<file path="src/rtl/ascii_to_ps2_tx_if.sv">
// ascii_to_ps2_tx_if: request/status bundle (wr_ascii, din in; tx_ready, ps2c, ps2d, tx_done_tick, err_tick out of the transmitter)
interface ascii_to_ps2_tx_if;
  logic       wr_ascii;
  logic [7:0] din;
  logic       tx_ready;
  logic       ps2c;
  logic       ps2d;
  logic       tx_done_tick;
  logic       err_tick;
  modport master (output wr_ascii, din, input tx_ready, ps2c, ps2d, tx_done_tick, err_tick);
  modport slave  (input wr_ascii, din, output tx_ready, ps2c, ps2d, tx_done_tick, err_tick);
endinterface

</file>
<file path="src/rtl/ascii_to_ps2_tx.sv">
// ascii_to_ps2_tx: maps an ASCII char to a set-2 scan code and sends make, F0, make on ps2c/ps2d (ports: clk, reset, tx = request/status bundle)
module ascii_to_ps2_tx #(
  parameter int HALF_TICKS = 2500,
  parameter int GAP_TICKS  = 5000
) (
  input logic              clk,
  input logic              reset,
  ascii_to_ps2_tx_if.slave tx
);
  localparam int MAXT = HALF_TICKS > GAP_TICKS ? HALF_TICKS : GAP_TICKS;
  localparam int W    = MAXT > 1 ? $clog2(MAXT) : 1;
  typedef enum logic [1:0] {IDLE, BIT_HI, BIT_LO, GAP} state_t;
  state_t       r_state;
  logic [W-1:0] r_tick;
  logic [3:0]   r_bit;
  logic [1:0]   r_byte;
  logic [7:0]   r_code;
  logic         r_ps2c, r_ps2d, r_ready, r_done, r_err;
  logic [7:0]   w_up, w_code, w_byte;
  logic         w_ok, w_half_end, w_gap_end, w_last_end;
  logic [10:0]  w_frame;
  assign w_up = (tx.din >= 8'h61 && tx.din <= 8'h7a) ? tx.din - 8'h20 : tx.din;
  always_comb begin
    w_code = 8'h00;
    w_ok   = 1'b1;
    case (w_up)
      8'h30: w_code = 8'h45;
      8'h31: w_code = 8'h16;
      8'h32: w_code = 8'h1E;
      8'h33: w_code = 8'h26;
      8'h34: w_code = 8'h25;
      8'h35: w_code = 8'h2E;
      8'h36: w_code = 8'h36;
      8'h37: w_code = 8'h3D;
      8'h38: w_code = 8'h3E;
      8'h39: w_code = 8'h46;
      8'h41: w_code = 8'h1C;
      8'h42: w_code = 8'h32;
      8'h43: w_code = 8'h21;
      8'h44: w_code = 8'h23;
      8'h45: w_code = 8'h24;
      8'h46: w_code = 8'h2B;
      8'h47: w_code = 8'h34;
      8'h48: w_code = 8'h33;
      8'h49: w_code = 8'h43;
      8'h4A: w_code = 8'h3B;
      8'h4B: w_code = 8'h42;
      8'h4C: w_code = 8'h4B;
      8'h4D: w_code = 8'h3A;
      8'h4E: w_code = 8'h31;
      8'h4F: w_code = 8'h44;
      8'h50: w_code = 8'h4D;
      8'h51: w_code = 8'h15;
      8'h52: w_code = 8'h2D;
      8'h53: w_code = 8'h1B;
      8'h54: w_code = 8'h2C;
      8'h55: w_code = 8'h3C;
      8'h56: w_code = 8'h2A;
      8'h57: w_code = 8'h1D;
      8'h58: w_code = 8'h22;
      8'h59: w_code = 8'h35;
      8'h5A: w_code = 8'h1A;
      8'h60: w_code = 8'h0E;
      8'h2D: w_code = 8'h4E;
      8'h3D: w_code = 8'h55;
      8'h5B: w_code = 8'h54;
      8'h5D: w_code = 8'h5B;
      8'h5C: w_code = 8'h5D;
      8'h3B: w_code = 8'h4C;
      8'h27: w_code = 8'h52;
      8'h2C: w_code = 8'h41;
      8'h2E: w_code = 8'h49;
      8'h2F: w_code = 8'h4A;
      8'h20: w_code = 8'h29;
      8'h0D: w_code = 8'h5A;
      8'h08: w_code = 8'h66;
      default: w_ok = 1'b0;
    endcase
  end
  assign w_byte     = r_byte == 2'd1 ? 8'hF0 : r_code;
  assign w_frame    = {1'b1, ~^w_byte, w_byte, 1'b0};
  assign w_half_end = r_tick == W'(HALF_TICKS - 1);
  assign w_gap_end  = r_tick == W'(GAP_TICKS - 1);
  // the final gap cycle doubles as the idle/ready cycle so a new key can follow with no extra gap
  assign w_last_end = r_tick == W'(GAP_TICKS - 2);
  always_ff @(posedge clk) begin
    if (reset) begin
      r_state <= IDLE;
      r_tick  <= '0;
      r_bit   <= '0;
      r_byte  <= '0;
      r_code  <= '0;
      r_ps2c  <= 1'b1;
      r_ps2d  <= 1'b1;
      r_ready <= 1'b1;
      r_done  <= 1'b0;
      r_err   <= 1'b0;
    end else begin
      r_done <= 1'b0;
      r_err  <= 1'b0;
      r_tick <= r_tick + 1'b1;
      case (r_state)
        IDLE: begin
          r_tick <= '0;
          if (tx.wr_ascii && w_ok) begin
            r_code  <= w_code;
            r_state <= BIT_HI;
            r_bit   <= '0;
            r_byte  <= '0;
            r_ready <= 1'b0;
            r_ps2d  <= 1'b0;
          end else if (tx.wr_ascii) begin
            r_err <= 1'b1;
          end
        end
        BIT_HI: if (w_half_end) begin
          r_tick  <= '0;
          r_state <= BIT_LO;
          r_ps2c  <= 1'b0;
        end
        BIT_LO: if (w_half_end) begin
          r_tick <= '0;
          r_ps2c <= 1'b1;
          if (r_bit == 4'd10) begin
            r_ps2d <= 1'b1;
            if (r_byte == 2'd2 && GAP_TICKS == 1) begin
              r_state <= IDLE;
              r_done  <= 1'b1;
              r_ready <= 1'b1;
            end else begin
              r_state <= GAP;
            end
          end else begin
            r_bit   <= r_bit + 4'd1;
            r_ps2d  <= w_frame[r_bit + 4'd1];
            r_state <= BIT_HI;
          end
        end
        GAP: if (r_byte == 2'd2 && w_last_end) begin
          r_tick  <= '0;
          r_state <= IDLE;
          r_done  <= 1'b1;
          r_ready <= 1'b1;
        end else if (r_byte != 2'd2 && w_gap_end) begin
          r_tick  <= '0;
          r_byte  <= r_byte + 2'd1;
          r_bit   <= '0;
          r_ps2d  <= 1'b0;
          r_state <= BIT_HI;
        end
      endcase
    end
  end
  assign tx.tx_ready     = r_ready;
  assign tx.ps2c         = r_ps2c;
  assign tx.ps2d         = r_ps2d;
  assign tx.tx_done_tick = r_done;
  assign tx.err_tick     = r_err;
endmodule

</file>
<file path="src/flat_wrapper.sv">
// flat-port wrapper written by rule: the top's interface ports become plain ports
module ascii_to_ps2_tx_flat 
#(
  parameter int HALF_TICKS = 2500,
  parameter int GAP_TICKS  = 5000
)
  (clk, reset, tx_wr_ascii, tx_din, tx_tx_ready, tx_ps2c, tx_ps2d, tx_tx_done_tick, tx_err_tick);
  ascii_to_ps2_tx_if tx_i ();
  input logic clk;
  input logic reset;
  input wire logic [$bits(tx_i.wr_ascii)-1:0] tx_wr_ascii;
  input wire logic [$bits(tx_i.din)-1:0] tx_din;
  output wire logic [$bits(tx_i.tx_ready)-1:0] tx_tx_ready;
  output wire logic [$bits(tx_i.ps2c)-1:0] tx_ps2c;
  output wire logic [$bits(tx_i.ps2d)-1:0] tx_ps2d;
  output wire logic [$bits(tx_i.tx_done_tick)-1:0] tx_tx_done_tick;
  output wire logic [$bits(tx_i.err_tick)-1:0] tx_err_tick;
  assign tx_i.wr_ascii = tx_wr_ascii;
  assign tx_i.din = tx_din;
  assign tx_tx_ready = tx_i.tx_ready;
  assign tx_ps2c = tx_i.ps2c;
  assign tx_ps2d = tx_i.ps2d;
  assign tx_tx_done_tick = tx_i.tx_done_tick;
  assign tx_err_tick = tx_i.err_tick;
  ascii_to_ps2_tx #(.HALF_TICKS(HALF_TICKS), .GAP_TICKS(GAP_TICKS)) u_core (.clk(clk), .reset(reset), .tx(tx_i));
endmodule
</file>
<file path="config.mk">
export PLATFORM = sky130hd
export DESIGN_NAME = ascii_to_ps2_tx_flat
export DESIGN_NICKNAME = d
export VERILOG_FILES = /design/src/rtl/ascii_to_ps2_tx_if.sv /design/src/rtl/ascii_to_ps2_tx.sv /design/src/flat_wrapper.sv
export SDC_FILE = /design/constraint.sdc
export NUM_CORES = 1
export LEC_CHECK = 0
export BUFFER_PORTS_ARGS = -buffer_cell sky130_fd_sc_hd__buf_2
export CAP_MARGIN = 20
export CORE_MARGIN = 4
export CORE_UTILIZATION = 35
export DETAILED_ROUTE_END_ITERATION = 10
export HOLD_SLACK_MARGIN = 0.02
export SYNTH_ARGS = -nofsm -noshare
export SYNTH_HDL_FRONTEND = slang
export SYNTH_SLANG_ARGS = --single-unit
</file>
<file path="constraint.sdc">
create_clock -name clk -period 2.7 [get_ports clk]
set_input_delay 0.27 -clock clk [delete_from_list [all_inputs] [get_ports clk]]
set_output_delay 0.27 -clock clk [all_outputs]
set_load 0.01 [all_outputs]
</file>
==> impl_metrics.tcl <==
set metrics [dict create \
    finalNetCount 487 \
    cts-hold-fix-buffers 0 \
    drt_drc_violations_left 0 \
    drt_iter0_markers 339 \
    cp-end-kind "register" \
    cts.clk_slew.worst_paths_ns 0.07 \
    place_area_sq_um 3590 \
    worstPathMaxFanout 7 \
    synth_top_area_frac 0.204 \
    wirelength_microns 9820 \
    area_delta_synth_final_pct 13.6 \
    r2r-end "u_core.r_bit[0]$_SDFFE_PP0P_" \
    htree_num_levels 2 \
    avgSynthCellArea_sq_um 7.45 \
    required_ns 2.88 \
    worstMarginPinSlew_ns 0.574 \
    antenna_cells 0 \
    met3_usage 0.0230 \
    powerDensity_nw_per_um2 375 \
    dieArea_sq_um 10800 \
    dp_slack_ns 0.000346 \
    peakVddDrop_v 0.000164 \
    die_h_microns 104 \
    post-cts-setup-buffers 0 \
    setup.worst_path.class "input port to register" \
    fillers 930 \
    grt-busiest-layer "met2" \
    fmax_mhz 407 \
    async_reset_ff_frac 0 \
    design_area_sq_um 3670 \
    slew_headroom 0.616 \
    netlist_area_sq_um 3230 \
    setup_violations 0 \
    critPathLaunchType "input port" \
    die_x_microns 104 \
    numCtsBuffers 5 \
    r2r_start "u_core.r_tick[3]$_SDFF_PP0_" \
    yosys-top-cells-count "43 x nor2_1, 33 x dfxtp_1, 32 x nand2_1" \
    rr_worst_depth 7 \
    antenna_found_initial 0 \
    synthTopCellsByArea "dfxtp_1 20%, nor2_1 5.0%, ha_1 4.6%" \
    post-route-min-period_ns 2.46 \
    seq_area_sq_um 661 \
    clock_sinks 33 \
    synth_edf_count 0 \
    synthCells 434 \
    portBuffers 15 \
    initial_core_util 0.365 \
    rows 34 \
    synth.distinct_cells 79 \
    layout-drive-gt1-share 0.172 \
    viasPerCell 6.08 \
    arrival_ns 2.64 \
    hold_class "input port to register" \
    setup_tns_ns 0 \
    use_met1 0.232 \
    synth.most_common_cell "nor2_1" \
    finalCritPeriodShare 0.910 \
    final_hold_viol_count 0 \
    vias 3483 \
    num_io_pins 16 \
    synth_nets 457 \
    grt_pass1_wl_microns 16100 \
    cts_resized 0 \
    routedWlPerCell_microns 17.1 \
    postRouteAntennaNets 0 \
    grtUsageMet2 0.291 \
    rrSetupSlack_ns 0.32 \
    status "finished clean" \
    yosysWarningCount 0 \
    yosys.area.top_type "dfxtp_1" \
    cts_tree "done" \
    dr.pass1.iters 5 \
    clkLatencyLatePin_ns 0.28 \
    drv_cap 0 \
    track_usage 0.177 \
    clockBufferDepth 2 \
    startpoint "tx_din[6]" \
    cp-endpoint "u_core.r_byte[1]$_SDFFE_PP0P_" \
    grt_pass1_vias 3234 \
    rsz0062_at_grt "no" \
    root_buffer "clkbuf_8" \
    multi_input_area_sq_um 2360 \
    grt-ovfl-total 0 \
    grt_max_degree 20 \
    core_sq_um 8850 \
    leakage_nw 1.40 \
    slew_viol_final 0 \
    ys_ff_latch 33 \
    fin_skew_ns 0.00375 \
    seq_area_frac_synth 0.204 \
    synth_flop_cell "dfxtp_1" \
    worst_slack_ns 0.242 \
    routabilityCongestion 1.02 \
    hpwlAfterDp_microns 7530 \
]
==> worst min path at each step <==
stage,from,endpoint,slack (ns),cells past startpoint
finish,tx_wr_ascii,u_core.tx.err_tick$_SDFF_PP0_,0.26,2
CTS,tx_wr_ascii,u_core.tx.err_tick$_SDFF_PP0_,0.26,2
detailed placement,u_core.tx.ps2d$_SDFFE_PP1P_,u_core.tx.ps2d$_SDFFE_PP1P_,0.46,2
floorplan,tx_wr_ascii,u_core.tx.err_tick$_SDFF_PP0_,0.42,1
global route,tx_wr_ascii,u_core.tx.err_tick$_SDFF_PP0_,0.28,2
global placement,u_core.r_tick[0]$_SDFF_PP0_,u_core.r_tick[0]$_SDFF_PP0_,0.46,1
==> cells by family (layout without fill, tap and decap cells) <==
kind of cell	Yosys count	count (layout)	share of synthesized area
compound gates	127	127	0.286
xor+xnor	19	19	0.0600
fa+ha+maj	12	12	0.0464
buf+inv	50	81	0.0670
flops	33	33	0.204
mux	6	6	0.0186
simple gates	187	187	0.317
==> sequential cells by signal (all words and copies together) (netlist names) <==
name	cells
u_core.r_byte	2
u_core.r_state	2
u_core.tx.tx_ready	1
u_core.r_tick	13
u_core.tx.tx_done_tick	1
u_core.tx.err_tick	1
u_core.r_code	7
u_core.tx.ps2d	1
u_core.tx.ps2c	1
u_core.r_bit	4
==> placed cells by master, fill, tap and decap left out, types with 5 or more instances in the layout <==
master,n
a21oi_1,24
a31oi_1,6
and3_1,11
buf_2,15
buf_4,38
clkbuf_8,5
dfxtp_1,33
ha_1,12
inv_1,19
mux2i_1,6
nand2_1,32
nand2b_1,6
nand3_1,23
nand4_1,7
nor2_1,43
nor2b_1,9
nor3_1,14
nor4_1,6
o211ai_1,8
o21ai_0,22
o22ai_1,5
o31ai_1,6
xnor2_1,8
xor2_1,9
==> report_power, final <==
group / internal [W] / switching, W / leakage, nW / total, W
Combinational: 0.000196 / 0.000286 / 1.09 / 0.000482
Clock: 0.000178 / 0.000186 / 0.0439 / 0.000363
Sequential: 0.000512 / 0.0000211 / 0.267 / 0.000533
==> through the flow <==
step	total power, W	hold WS, ns	instances	utilization
3_5_place_dp	0.00102	0.456	565	0.405
5_1_grt	0.00146	0.282	573	0.415
3_3_place_gp	0.00102	0.455	565	0.405
2_1_floorplan	0.000875	0.416	434	-
6_report	0.00138	0.265	573	0.415
4_1_cts	0.00138	0.264	573	0.415
==> area by class of cell <==
type                       count  area share
clock buffer                   5      0.0187
inverter                      20      0.0204
tap                          108      0.0368
multi-input combinational    351       0.641
sequential                    33       0.180
clock inverter                 3     0.00477
timing repair buffer          53      0.0981
==> layer usage <==
metal  up-vias  routed length (microns)
li1       1682                        -
met1      1610                     4310
met2       159                     4440
met3        32                      681
met4         0                      388
met5         -                        0
==> critical path, stage by stage <==
cell,delay (ns)
buf_2,0.09
inv_1,0.06
ha_1,0.32
o21ai_1,0.19
a2111oi_0,0.38
nor3_1,0.11
a21oi_1,0.28
nand3_1,0.21
o21ai_1,0.40
nor4_1,0.10
a31o_2,0.23
(Power assumes the default switching activity.)
